$ cat src/rtl/register_write_arbiter_if.sv
// register_write_arbiter_if: requester/bank bundle for register_write_arbiter; req_lock exists only with REG_ARB_LOCK_EN
interface register_write_arbiter_if #(
  parameter int WIDTH = 16,
  parameter int NUM_REQ = 4,
  parameter int NUM_REGS = 8,
  parameter int ADDR_W = 3
);
  logic [NUM_REQ-1:0] req;
  logic [NUM_REQ*ADDR_W-1:0] req_addr;
  logic [NUM_REQ*WIDTH-1:0] req_data;
  logic [NUM_REQ-1:0] ack;
  logic [NUM_REGS-1:0] write_enable;
  logic [WIDTH-1:0] data_in;
  logic addr_err;
  logic busy;
`ifdef REG_ARB_LOCK_EN
  logic [NUM_REQ-1:0] req_lock;
  modport master (output req, req_addr, req_data, req_lock, input ack, write_enable, data_in, addr_err, busy);
  modport slave (input req, req_addr, req_data, req_lock, output ack, write_enable, data_in, addr_err, busy);
`else
  modport master (output req, req_addr, req_data, input ack, write_enable, data_in, addr_err, busy);
  modport slave (input req, req_addr, req_data, output ack, write_enable, data_in, addr_err, busy);
`endif
endinterface

$ cat src/rtl/register_write_arbiter.sv
// register_write_arbiter: round-robin sharing of a register bank's write port; REG_ARB_LOCK_EN enables grant locking
module register_write_arbiter #(
  parameter int WIDTH = 16,
  parameter int NUM_REQ = 4,
  parameter int NUM_REGS = 8,
  parameter int ADDR_W = 3
) (
  input logic clk,
  input logic reset_n,
  register_write_arbiter_if.slave bus
);
  localparam int PW = $clog2(NUM_REQ);
  typedef enum logic {IDLE, WRITE} state_t;
  state_t state, state_nxt;
  logic [PW-1:0] rr_ptr, win, win_nxt, cand;
  logic [PW:0] sum;
  logic [ADDR_W-1:0] addr_r, addr_sel;
  logic [WIDTH-1:0] data_r, data_sel;
  logic [NUM_REQ-1:0] elig;
  logic found, lock_hold, addr_ok;
  assign elig = bus.req & ~bus.ack;
`ifdef REG_ARB_LOCK_EN
  assign lock_hold = state == WRITE && bus.req[win] && bus.req_lock[win];
`else
  assign lock_hold = 1'b0;
`endif
  always_ff @(posedge clk or negedge reset_n)
    if (!reset_n) begin
      state <= IDLE;
      rr_ptr <= '0;
      win <= '0;
      addr_r <= '0;
      data_r <= '0;
    end else begin
      state <= state_nxt;
      if (found) begin
        win <= win_nxt;
        addr_r <= addr_sel;
        data_r <= data_sel;
      end
      if (found && !lock_hold) rr_ptr <= win_nxt == PW'(NUM_REQ - 1) ? '0 : win_nxt + 1'b1;
    end
  // scan from rr_ptr with wrap; a held lock overrides the scan
  always_comb begin
    found = 1'b0;
    win_nxt = win;
    sum = '0;
    cand = '0;
    for (int k = 0; k < NUM_REQ; k++) begin
      sum = {1'b0, rr_ptr} + (PW+1)'(k);
      cand = sum >= (PW+1)'(NUM_REQ) ? PW'(sum - (PW+1)'(NUM_REQ)) : sum[PW-1:0];
      if (!found && elig[cand]) begin
        found = 1'b1;
        win_nxt = cand;
      end
    end
    if (lock_hold) begin
      found = 1'b1;
      win_nxt = win;
    end
    state_nxt = found ? WRITE : IDLE;
  end
  always_comb begin
    addr_sel = '0;
    data_sel = '0;
    for (int i = 0; i < NUM_REQ; i++)
      if (win_nxt == PW'(i)) begin
        addr_sel = bus.req_addr[i*ADDR_W +: ADDR_W];
        data_sel = bus.req_data[i*WIDTH +: WIDTH];
      end
  end
  always_comb begin
    addr_ok = {1'b0, addr_r} < (ADDR_W+1)'(NUM_REGS);
    bus.busy = state == WRITE;
    bus.ack = bus.busy ? NUM_REQ'(1) << win : '0;
    bus.write_enable = bus.busy && addr_ok ? NUM_REGS'(1) << addr_r : '0;
    bus.data_in = bus.busy ? data_r : '0;
    bus.addr_err = bus.busy && !addr_ok;
  end
endmodule
$ cat src/flat_wrapper.sv
// flat-port wrapper written by rule: the top's interface ports become plain ports
module register_write_arbiter_flat 
#(
  parameter int WIDTH = 16,
  parameter int NUM_REQ = 4,
  parameter int NUM_REGS = 8,
  parameter int ADDR_W = 3
)
  (clk, reset_n, bus_req, bus_req_addr, bus_req_data, bus_ack, bus_write_enable, bus_data_in, bus_addr_err, bus_busy);
  register_write_arbiter_if #(.WIDTH(WIDTH), .NUM_REQ(NUM_REQ), .NUM_REGS(NUM_REGS), .ADDR_W(ADDR_W)) bus_i ();
  input logic clk;
  input logic reset_n;
  input wire logic [$bits(bus_i.req)-1:0] bus_req;
  input wire logic [$bits(bus_i.req_addr)-1:0] bus_req_addr;
  input wire logic [$bits(bus_i.req_data)-1:0] bus_req_data;
  output wire logic [$bits(bus_i.ack)-1:0] bus_ack;
  output wire logic [$bits(bus_i.write_enable)-1:0] bus_write_enable;
  output wire logic [$bits(bus_i.data_in)-1:0] bus_data_in;
  output wire logic [$bits(bus_i.addr_err)-1:0] bus_addr_err;
  output wire logic [$bits(bus_i.busy)-1:0] bus_busy;
  assign bus_i.req = bus_req;
  assign bus_i.req_addr = bus_req_addr;
  assign bus_i.req_data = bus_req_data;
  assign bus_ack = bus_i.ack;
  assign bus_write_enable = bus_i.write_enable;
  assign bus_data_in = bus_i.data_in;
  assign bus_addr_err = bus_i.addr_err;
  assign bus_busy = bus_i.busy;
  register_write_arbiter #(.WIDTH(WIDTH), .NUM_REQ(NUM_REQ), .NUM_REGS(NUM_REGS), .ADDR_W(ADDR_W)) u_core (.clk(clk), .reset_n(reset_n), .bus(bus_i));
endmodule
$ cat config.mk
export PLATFORM = sky130hd
export DESIGN_NAME = register_write_arbiter_flat
export DESIGN_NICKNAME = d
export VERILOG_FILES = /design/src/rtl/register_write_arbiter_if.sv /design/src/rtl/register_write_arbiter.sv /design/src/flat_wrapper.sv
export SDC_FILE = /design/constraint.sdc
export NUM_CORES = 1
export LEC_CHECK = 0
export CAP_MARGIN = 20
export CORE_MARGIN = 4
export CORE_UTILIZATION = 40
export CTS_BUF_LIST = sky130_fd_sc_hd__clkbuf_8 sky130_fd_sc_hd__clkbuf_16
export DETAILED_ROUTE_END_ITERATION = 7
export PLACE_DENSITY_LB_ADDON = 0.3
export SETUP_SLACK_MARGIN = 0.05
export SLEW_MARGIN = 25
export SYNTH_ARGS = -nofsm -noshare
export SYNTH_HDL_FRONTEND = slang
export SYNTH_SLANG_ARGS = --single-unit
$ cat constraint.sdc
create_clock -name clk -period 4.35 [get_ports clk]
set_clock_uncertainty 0.1 [all_clocks]
set_input_delay 0.87 -clock clk [delete_from_list [all_inputs] [get_ports clk]]
set_output_delay 0.87 -clock clk [all_outputs]
set_load 0.02 [all_outputs]
==> impl_metrics.json, run 1 <==
{
  "status": "finished clean",
  "yosysWarnings": 0,
  "yosys.area_share.adder_pct": 2.34,
  "htreeDepth": 1,
  "arrival_ns": 4.02,
  "max_freq_mhz": 255,
  "dpl_cell_area_um2": 3340,
  "final_cell_mix": "clkdlybuf4s50_1 (109), a21oi_1 (29), nand2_1 (27), dfrtp_1 (24)",
  "synth_top_area_share_pct": 28.1,
  "cts_tree": "built",
  "hold_path.class": "reg -> reg",
  "drt_wl_total_mm": 6.77,
  "period_minus_slack_ns": 3.93,
  "track_usage_pct": 20.2,
  "ctsHoldBuffers": 0,
  "synth-edff-count": 0,
  "placedCellCount": 443,
  "syn-cell-area_um2": 2140,
  "cts.sinks": 24,
  "mostFrequentLayoutCell": "clkdlybuf4s50_1",
  "slowest_stage": "nor2b_2",
  "num_vias": 2397,
  "finalNetCount": 464,
  "rsz0062_at_grt": "no",
  "layout-drive-gt1-share_pct": 9.28,
  "crit_top_cell": "a21oi_1",
  "synthArstFlopShare_pct": 100,
  "drtIter0Drc": 207,
  "critPathMaxFanout": 18,
  "synth_top_family_by_area": "compound AO/OA/AOI/OAI gates",
  "die_x_um": 81.1,
  "grt_pass1_vias": 2184,
  "wl_per_cell_um": 15.1,
  "synthCells": 272,
  "ys_ff_latch": 24,
  "maxSlewHeadroom_pct": 54.4,
  "nFillCells": 458,
  "grt_max_degree": 39,
  "path_cells": "clkdlybuf4s50_1 > mux2i_1 > a31oi_4 > nand2_1 > a21oi_1 > o21ai_0 > a31oi_1 > ha_1 > nor2b_2 > a221oi_1 > nor3_1 > a21oi_1 > o21ai_1",
  "tightest_slew_ns": 0.681,
  "cap_violations": 0,
  "antenna_found_initial": 0,
  "yosys.area_share.simple_pct": 29.5,
  "slew_violations": 0,
  "numPortBuffers": 110,
  "area_growth_pct": 59.2,
  "synth_xor_area_share_pct": 1.29,
  "dieArea_um2": 6580,
  "critical_path_required_ns": 4.44,
  "grt_pass1_wl_mm": 10.4,
  "yosysSeqAreaShare_pct": 28.1,
  "synth_compound_area_share_pct": 30.8,
  "postCtsSetupBuffers": 0,
  "fin_crit_sh_pct": 90.3,
  "clk_latency_ns": 0.27,
  "core-area_um2": 5140,
  "ys_types": 50,
  "io_pins": 112,
  "fin_ws_ns": 0.422,
  "cts_buffer_depth": 2,
  "drc_errors": 0,
  "syn_nets": 358,
  "setup_viol": 0,
  "critical_path.max_stage_delay_ns": 0.58,
  "root_buffer": "clkbuf_8",
  "via_per_inst": 5.36,
  "dr.pass1.iters": 4,
  "place_congestion": 0.887,
  "initial_utilization_pct": 41.6,
  "hold_viol_final": 0,
  "fp.dieH_um": 81.1,
  "synth_mux_area_share_pct": 1.64,
  "antenna_left": 0,
  "place_ws_ns": 0.223,
  "yosysTopAreaCell": "dfrtp_1",
  "worstSetupEndpointType": "register",
  "synth_ff_type": "dfrtp_1",
  "stdcell_area_um2": 3400,
  "hpwl_mm": 5.39,
  "crit_type": "in -> reg",
  "core.rowCount": 26,
  "cts_made_buffers": 3,
  "whs_ns": 0.383,
  "syn_avg_cell_area_um2": 7.86,
  "critPathLaunchType": "input port",
  "clkTransAtPathRegs_ns": 0.08,
  "gr-total-overflow": 0,
  "fin_cells": 447,
  "postCtsResizedCells": 0,
  "synth_area_leaders": "dfrtp_1 (28%), a221oi_1 (7.4%), a21oi_1 (6.8%)",
  "diodes": 0
}
state kept, by name, summed over array words and instances, names as in the netlist:
signal / count
u_core.addr_r: 3
u_core.data_r: 16
u_core.win: 2
u_core.rr_ptr: 2
u_core.bus.busy: 1
metrics by stage:
stage	setup TNS [ns]	utilization, %
floorplan	0	-
global placement	-1.04	64.9
detailed placement	0	64.9
CTS	0	66.3
global route	0	66.2
finish	0	66.2
metal layers:
| layer | global-route usage, % | vias to the layer above | wire [um] |
|---|---|---|---|
| li1 | - | 1198 | - |
| met3 | 3.77 | 7 | 628 |
| met2 | 32.0 | 115 | 3160 |
| met1 | 28.6 | 1077 | 2910 |
| met4 | 4.05 | 0 | 69 |
| met5 | 0 | - | 0 |
final timing paths:
| check | startpoint | to | slack (ns) | cells after the start |
|---|---|---|---|---|
| min | u_core.data_r[11] | u_core.data_r[11] | 0.38 | 2 |
| min in group asynchronous | reset_n | u_core.data_r[8] | 0.47 | 1 |
| min reg2reg | u_core.data_r[11] | u_core.data_r[11] | 0.38 | 2 |
| max | bus_req[3] | u_core.data_r[3] | 0.42 | 13 |
| max reg2reg | u_core.rr_ptr[0] | u_core.data_r[3] | 0.63 | 12 |
| max in group asynchronous | reset_n | u_core.data_r[2] | 3.34 | 1 |
cell families (layout without fill, tap and decap cells):
logic type | after synthesis | count (layout)
xor+xnor | 1 | 1
mux | 3 | 3
simple gates | 120 | 120
fa+ha+maj | 4 | 4
compound gates | 93 | 93
buf+inv | 26 | 131
flops | 24 | 24
other cells | 1 | 1
synthesized netlist by cell type, types with 3 or more instances:
master,count
nand3_1,4
a31o_1,3
o21ai_1,21
buf_2,3
a221oi_1,18
and2_1,16
buf_6,3
a21oi_1,29
o21ai_0,3
nor3_1,21
nor2b_1,20
clkbuf_1,15
nor2_1,13
dfrtp_1,24
ha_1,4
nand2b_1,7
and3_1,3
nand2_1,27
area by class of cell:
type	count	area (um2)	area share (%)
sequential	24	601	17.6
tap	70	87.6	2.57
inverter	2	7.51	0.221
clock inverter	1	30.0	0.882
multi-input combinational	222	1420	41.6
clock buffer	3	41.3	1.21
timing repair buffer	125	1220	35.9
critical path: cells and delay by family:
kind | cells | cell delay [ns]
adder cells (fa/ha/maj) | 1 | 0.21
buffers and inverters | 1 | 0.54
AND/OR/NAND/NOR | 3 | 0.94
AO/OA/AOI/OAI | 7 | 1.31
multiplexers | 1 | 0.13
Power of run 1 is not shown: default switching activity piles up to over one toggle a cycle in this logic, so the estimate is an artifact.
==> run 2, diff against run 1 <==
--- a/config.mk
+++ b/config.mk
@@ -6,11 +6,11 @@
 export NUM_CORES = 1
 export LEC_CHECK = 0
 export CAP_MARGIN = 20
-export CORE_MARGIN = 4
 export CORE_UTILIZATION = 40
 export CTS_BUF_LIST = sky130_fd_sc_hd__clkbuf_8 sky130_fd_sc_hd__clkbuf_16
 export DETAILED_ROUTE_END_ITERATION = 7
 export PLACE_DENSITY_LB_ADDON = 0.3
+export REMOVE_ABC_BUFFERS = 1
 export SETUP_SLACK_MARGIN = 0.05
 export SLEW_MARGIN = 25
 export SYNTH_ARGS = -nofsm -noshare
==> run 2 against run 1 <==
  * Critical path depth rose by 1
  * Routed wire length fell by 6.9%
  * Global-route usage rose by 2.6 points
  * Flip-flop and latch count did not move
  * Critical path type unchanged
==> impl_metrics.json, run 2 (same netlist as run 1, synthesis figures left out) <==
{
  "period_minus_slack_ns": 3.81,
  "place_ws_ns": 0.0821,
  "cts_tree": "built",
  "largest_reg_flops": 16,
  "dr.pass1.iters": 4,
  "grt_max_degree": 39,
  "critPathMaxFanout": 10,
  "critical_path_required_ns": 4.44,
  "drtIter0Drc": 208,
  "rsz0062_at_grt": "no",
  "regMostFlops": "u_core.data_r",
  "cts_buffer_depth": 2,
  "whs_ns": 0.381,
  "placedCellCount": 436,
  "diodes": 0,
  "postCtsSetupBuffers": 0,
  "setup_viol": 0,
  "fin_cells": 440,
  "status": "finished clean",
  "core-area_um2": 5140,
  "htreeDepth": 1,
  "drt_wl_total_mm": 6.30,
  "initial_utilization_pct": 41.6,
  "p_per_area_nw_per_um2": 1110,
  "antenna_found_initial": 0,
  "cts.sinks": 24,
  "reg.largest.list": "u_core.data_r (16), u_core.addr_r (3)",
  "critPathLaunchType": "input port",
  "root_buffer": "clkbuf_8",
  "tightest_slew_ns": 0.789,
  "setup-tns-final_ns": 0,
  "die_x_um": 75.1,
  "layout-drive-gt1-share_pct": 7.57,
  "cts_made_buffers": 3,
  "fin_crit_sh_pct": 87.6,
  "drc_errors": 0,
  "track_usage_pct": 22.7,
  "seq_power_share_pct": 13.6,
  "nFillCells": 475,
  "maxSlewHeadroom_pct": 47.2,
  "clkTransAtPathRegs_ns": 0.09,
  "numPortBuffers": 110,
  "cap_violations": 0,
  "p_comb_share_pct": 81.0,
  "slew_violations": 0,
  "max_freq_mhz": 262,
  "place_congestion": 0.857,
  "grt_pass1_vias": 2098,
  "vdd_drop_max_mv": 0.563,
  "num_vias": 2362,
  "arrival_ns": 3.91,
  "antenna_left": 0,
  "hpwl_mm": 4.91,
  "clk_latency_ns": 0.27,
  "finalNetCount": 457,
  "p_switching_mw": 1.83,
  "total_power_mw": 3.69,
  "final_cell_mix": "clkdlybuf4s50_1 (109), a21oi_1 (29), nand2_1 (27), dfrtp_1 (24)",
  "fp.dieH_um": 75.1,
  "worstSetupEndpointType": "register",
  "gr-total-overflow": 0,
  "clkPwrFrac_pct": 5.3,
  "swShare_pct": 49.6,
  "area_growth_pct": 56.1,
  "core.rowCount": 26,
  "crit_type": "in -> reg",
  "grt_pass1_wl_mm": 9.88,
  "hold_viol_final": 0,
  "wl_per_cell_um": 14.3,
  "internal-power_mw": 1.86,
  "dieArea_um2": 5640,
  "io_pins": 112,
  "mostFrequentLayoutCell": "clkdlybuf4s50_1",
  "via_per_inst": 5.37,
  "leakage_nw": 1.27,
  "fin_ws_ns": 0.539,
  "hold_path.class": "reg -> reg"
}
[run 2: changes by cell type in the layout (fill, tap and decap cells not counted)]
| cell | previous run | this run |
|---|---|---|
| buf_12 | 1 | 0 |
| buf_4 | 14 | 8 |
[run 2: worst paths after layout]
kind / depth (start not counted) / slack (ns) / startpoint / endpoint
worst max-delay path: 14 / 0.54 / bus_req[0] / u_core.data_r[10]
worst min-delay path: 2 / 0.38 / u_core.data_r[8] / u_core.data_r[8]
worst max register to register: 12 / 0.81 / u_core.rr_ptr[0] / u_core.data_r[10]
worst min register to register: 2 / 0.38 / u_core.data_r[8] / u_core.data_r[8]
max in group asynchronous: 1 / 3.30 / reset_n / u_core.win[1]
min in group asynchronous: 1 / 0.47 / reset_n / u_core.data_r[10]
[run 2: repair_timing]
| item | 4_1_cts | 5_1_grt |
|---|---|---|
| resized for setup | 0 | 1 |
| setup endpoints to repair | 0 | 6 |
| hold endpoints to repair | 0 | 0 |
| hold buffers | 0 | 0 |
[run 2: power by group through the flow]
| stage | clock network, mW | registers, mW | logic, mW |
|---|---|---|---|
| detailed placement | 0 | 0.506 | 2.98 |
| global placement | 0 | 0.500 | 2.90 |
| CTS | 0.200 | 0.501 | 2.99 |
| floorplan | 0 | 0.488 | 2.12 |
| global route | 0.211 | 0.521 | 3.38 |
| finish | 0.197 | 0.504 | 2.99 |
[run 2: metrics by stage]
step                      utilization [%]  cell area, um2
after detailed placement             63.5            3260
final                                64.9            3340
after floorplan                         -            2010
after global placement               63.6            3270
after global routing                 64.9            3340
after CTS                            64.9            3340
[run 2: cell type report]
cell class | count | area [um2] | area share, %
Clock buffer | 3 | 41.3 | 1.24
Timing Repair Buffer | 118 | 1160 | 34.6
Inverter | 2 | 7.51 | 0.225
Sequential cell | 24 | 601 | 18.0
Tap cell | 70 | 87.6 | 2.62
Multi-Input combinational cell | 222 | 1420 | 42.4
Clock inverter | 1 | 30.0 | 0.900
[run 2: per-layer routing]
metal	part of all wire, %	global-route usage, %	vias to the layer above
li1	-	-	1187
met1	41	28.9	1071
met2	51	39.3	98
met3	7.2	5.49	6
met4	1.0	4.61	0
met5	0	0	-
[run 2: critical path, cell delays in order]
cell,delay [ns]
clkdlybuf4s50_1,0.52
mux2i_1,0.16
a21oi_2,0.30
nand2_1,0.13
a211oi_1,0.25
o21ai_0,0.16
a31oi_1,0.25
ha_1,0.21
nor2b_2,0.37
buf_4,0.25
a221oi_1,0.09
nor3_1,0.14
a21oi_1,0.06
o21ai_1,0.15
No activity file was read; power rests on OpenSTA's default activity.
==> run 3, diff against run 2 <==
--- a/config.mk
+++ b/config.mk
@@ -5,8 +5,9 @@
 export SDC_FILE = /design/constraint.sdc
 export NUM_CORES = 1
 export LEC_CHECK = 0
+export ABC_AREA = 1
 export CAP_MARGIN = 20
-export CORE_UTILIZATION = 40
+export CORE_UTILIZATION = 43
 export CTS_BUF_LIST = sky130_fd_sc_hd__clkbuf_8 sky130_fd_sc_hd__clkbuf_16
 export DETAILED_ROUTE_END_ITERATION = 7
 export PLACE_DENSITY_LB_ADDON = 0.3
==> constraint.sdc (replaced) <==
create_clock -name clk -period 4.55 [get_ports clk]
set_clock_uncertainty 0.1 [all_clocks]
set_input_delay 0.91 -clock clk [delete_from_list [all_inputs] [get_ports clk]]
set_output_delay 0.91 -clock clk [all_outputs]
set_load 0.02 [all_outputs]
==> run 3 against run 2 <==
  * Flip-flop and latch count stayed put
  * Non-clock buffer count fell by 5
  * Via count rose by 8.3%
  * First-iteration DRC count is 33% lower
  * Core utilization up 3.8 points
  * Global-route usage is 1.0 points higher
  * Die area decreased by 8.3%
  * Routed wire length fell by 2.4%
  * Synthesized cell count increased by 29%
  * Critical path type unchanged
==> impl_metrics.json, run 3 <==
{
  "antenna_found_initial": 0,
  "largest_reg_flops": 16,
  "cts_made_buffers": 3,
  "num_vias": 2558,
  "stdcell_area_um2": 3250,
  "cts.sinks": 24,
  "status": "finished clean",
  "crit_start": "bus_req[2]",
  "fp.dieH_um": 71.9,
  "period_minus_slack_ns": 3.87,
  "ys_types": 24,
  "cap_violations": 0,
  "drt_wl_total_mm": 6.15,
  "maxSlewHeadroom_pct": 43.9,
  "yosysTopAreaCell": "dfrtp_1",
  "crit_type": "in -> reg",
  "grt_pass1_wl_mm": 9.94,
  "hold_path.class": "reg -> reg",
  "initial_utilization_pct": 44.5,
  "yosys.area_share.simple_pct": 39.8,
  "drc_errors": 0,
  "wl_per_cell_um": 12.0,
  "synth_xor_area_share_pct": 1.55,
  "hpwl_mm": 4.62,
  "dr.pass1.iters": 5,
  "final_cell_mix": "nand2_1 (147), clkdlybuf4s50_1 (109), o21ai_0 (43), nand3_1 (36), inv_1 (30)",
  "grt_pass1_vias": 2285,
  "clkTransAtPathRegs_ns": 0.09,
  "syn-cell-area_um2": 2100,
  "diodes": 0,
  "ctsHoldBuffers": 0,
  "crit_top_cell": "nand2_1",
  "via_per_inst": 4.98,
  "cts_buffer_depth": 2,
  "yosysMostFrequentCell": "nand2_1",
  "finalNetCount": 534,
  "numPortBuffers": 110,
  "htreeDepth": 1,
  "yosys.area_share.adder_pct": 2.38,
  "synth-edff-count": 0,
  "area_growth_pct": 54.6,
  "mostFrequentLayoutCell": "nand2_1",
  "setup-tns-final_ns": 0,
  "nFillCells": 422,
  "synthArstFlopShare_pct": 100,
  "ys_ff_latch": 24,
  "worstSetupEndpointType": "register",
  "dpl_cell_area_um2": 3190,
  "regMostFlops": "u_core.data_r",
  "place_congestion": 0.917,
  "grt_max_degree": 39,
  "root_buffer": "clkbuf_8",
  "synth_compound_area_share_pct": 16.3,
  "antenna_left": 0,
  "track_usage_pct": 23.8,
  "tightest_slew_ns": 0.839,
  "postCtsResizedCells": 0,
  "gr-total-overflow": 0,
  "clk_latency_ns": 0.27,
  "rsz0062_at_grt": "no",
  "path_cells": "clkdlybuf4s50_1 > nand3_1 > nand2_1 > nand2_1 > nand2_1 > nand4_1 > nand3_1 > nand2_1 > inv_1 > ha_1 > inv_1 > o21ai_0 > o21ai_0 > nand2_1 > o21ai_0",
  "min_from": "u_core.data_r[13]",
  "synth_area_leaders": "dfrtp_1 (29%), nand2_1 (26%), o21ai_0 (10%)",
  "yosysSeqAreaShare_pct": 28.6,
  "slew_violations": 0,
  "reg2reg_from": "u_core.bus.busy",
  "dieArea_um2": 5170,
  "cts_tree": "built",
  "critPathMaxFanout": 20,
  "layout-drive-gt1-share_pct": 4.92,
  "synth_ff_type": "dfrtp_1",
  "postCtsSetupBuffers": 0,
  "io_pins": 112,
  "multiInputGateArea_um2": 1260,
  "critPathLaunchType": "input port",
  "hold_viol_final": 0,
  "slowest_stage": "ha_1",
  "drtIter0Drc": 140,
  "regArea_um2": 601,
  "core.rowCount": 25,
  "synthTopCellsByCount": "nand2_1 (147), o21ai_0 (43), nand3_1 (36), inv_1 (30), dfrtp_1 (24)",
  "synthCells": 350,
  "reg.largest.list": "u_core.data_r (16), u_core.addr_r (3)",
  "yosysWarnings": 0,
  "die_x_um": 71.9,
  "max_freq_mhz": 258,
  "setup_viol": 0,
  "synth_top_area_share_pct": 28.6,
  "fin_crit_sh_pct": 85.0,
  "core-area_um2": 4720,
  "critical_path_required_ns": 4.60,
  "critical_path.max_stage_delay_ns": 0.61,
  "arrival_ns": 3.92,
  "syn_avg_cell_area_um2": 6.01,
  "synth_mux_area_share_pct": 0,
  "synth_top_family_by_area": "simple AND/OR/NAND/NOR gates"
}
-- run 3: final timing paths --
kind | cells after the start | slack, ns | end
min in group asynchronous | 1 | 0.51 | u_core.data_r[11]
max in group asynchronous | 1 | 3.47 | u_core.data_r[0]
worst min register to register | 2 | 0.39 | u_core.data_r[13]
worst max register to register | 14 | 1.00 | u_core.addr_r[0]
worst min-delay path | 2 | 0.39 | u_core.data_r[13]
worst max-delay path | 15 | 0.68 | u_core.addr_r[0]
-- run 3: layer usage --
metal | global-route usage [%] | vias to the layer above | wire length (um)
li1 | - | 1306 | -
met1 | 30.5 | 1163 | 2650
met2 | 42.8 | 85 | 3110
met3 | 3.75 | 4 | 357
met4 | 4.14 | 0 | 33
met5 | 0 | - | 0
-- run 3: kinds of logic (layout without fill, tap and decap cells) --
family	after synthesis	count (layout)
adder cells (fa/ha/maj)	4	4
flip-flops	24	24
other	1	1
AO/OA/AOI/OAI	66	66
AND/OR/NAND/NOR	200	200
buffers and inverters	53	150
XOR/XNOR	2	2
-- run 3: layout make-up --
type                       count  area share (%)
tap                           67            2.58
sequential                    24            18.5
clock buffer                   4            1.69
multi-input combinational    273            38.9
timing repair buffer         113            34.4
inverter                      33            3.89
-- run 3: through the flow --
step,std cells,utilization [%],hold slack [ns],setup slack (ns)
finish,514,68.8,0.387,0.681
global route,514,68.8,0.405,0.280
CTS,514,68.8,0.390,0.660
detailed placement,510,67.6,0.365,0.361
global placement,510,67.7,0.361,0.519
floorplan,330,-,0.349,1.01
-- run 3: worst max-delay path, delay by kind of cell --
kind,cells,cell delay (ns)
buffers and inverters,3,1.04
and+or+nand+nor,8,0.92
adders and majority gates,1,0.61
AOI/OAI and AO/OA,3,0.42
Power of run 3 is left out for the same reason.
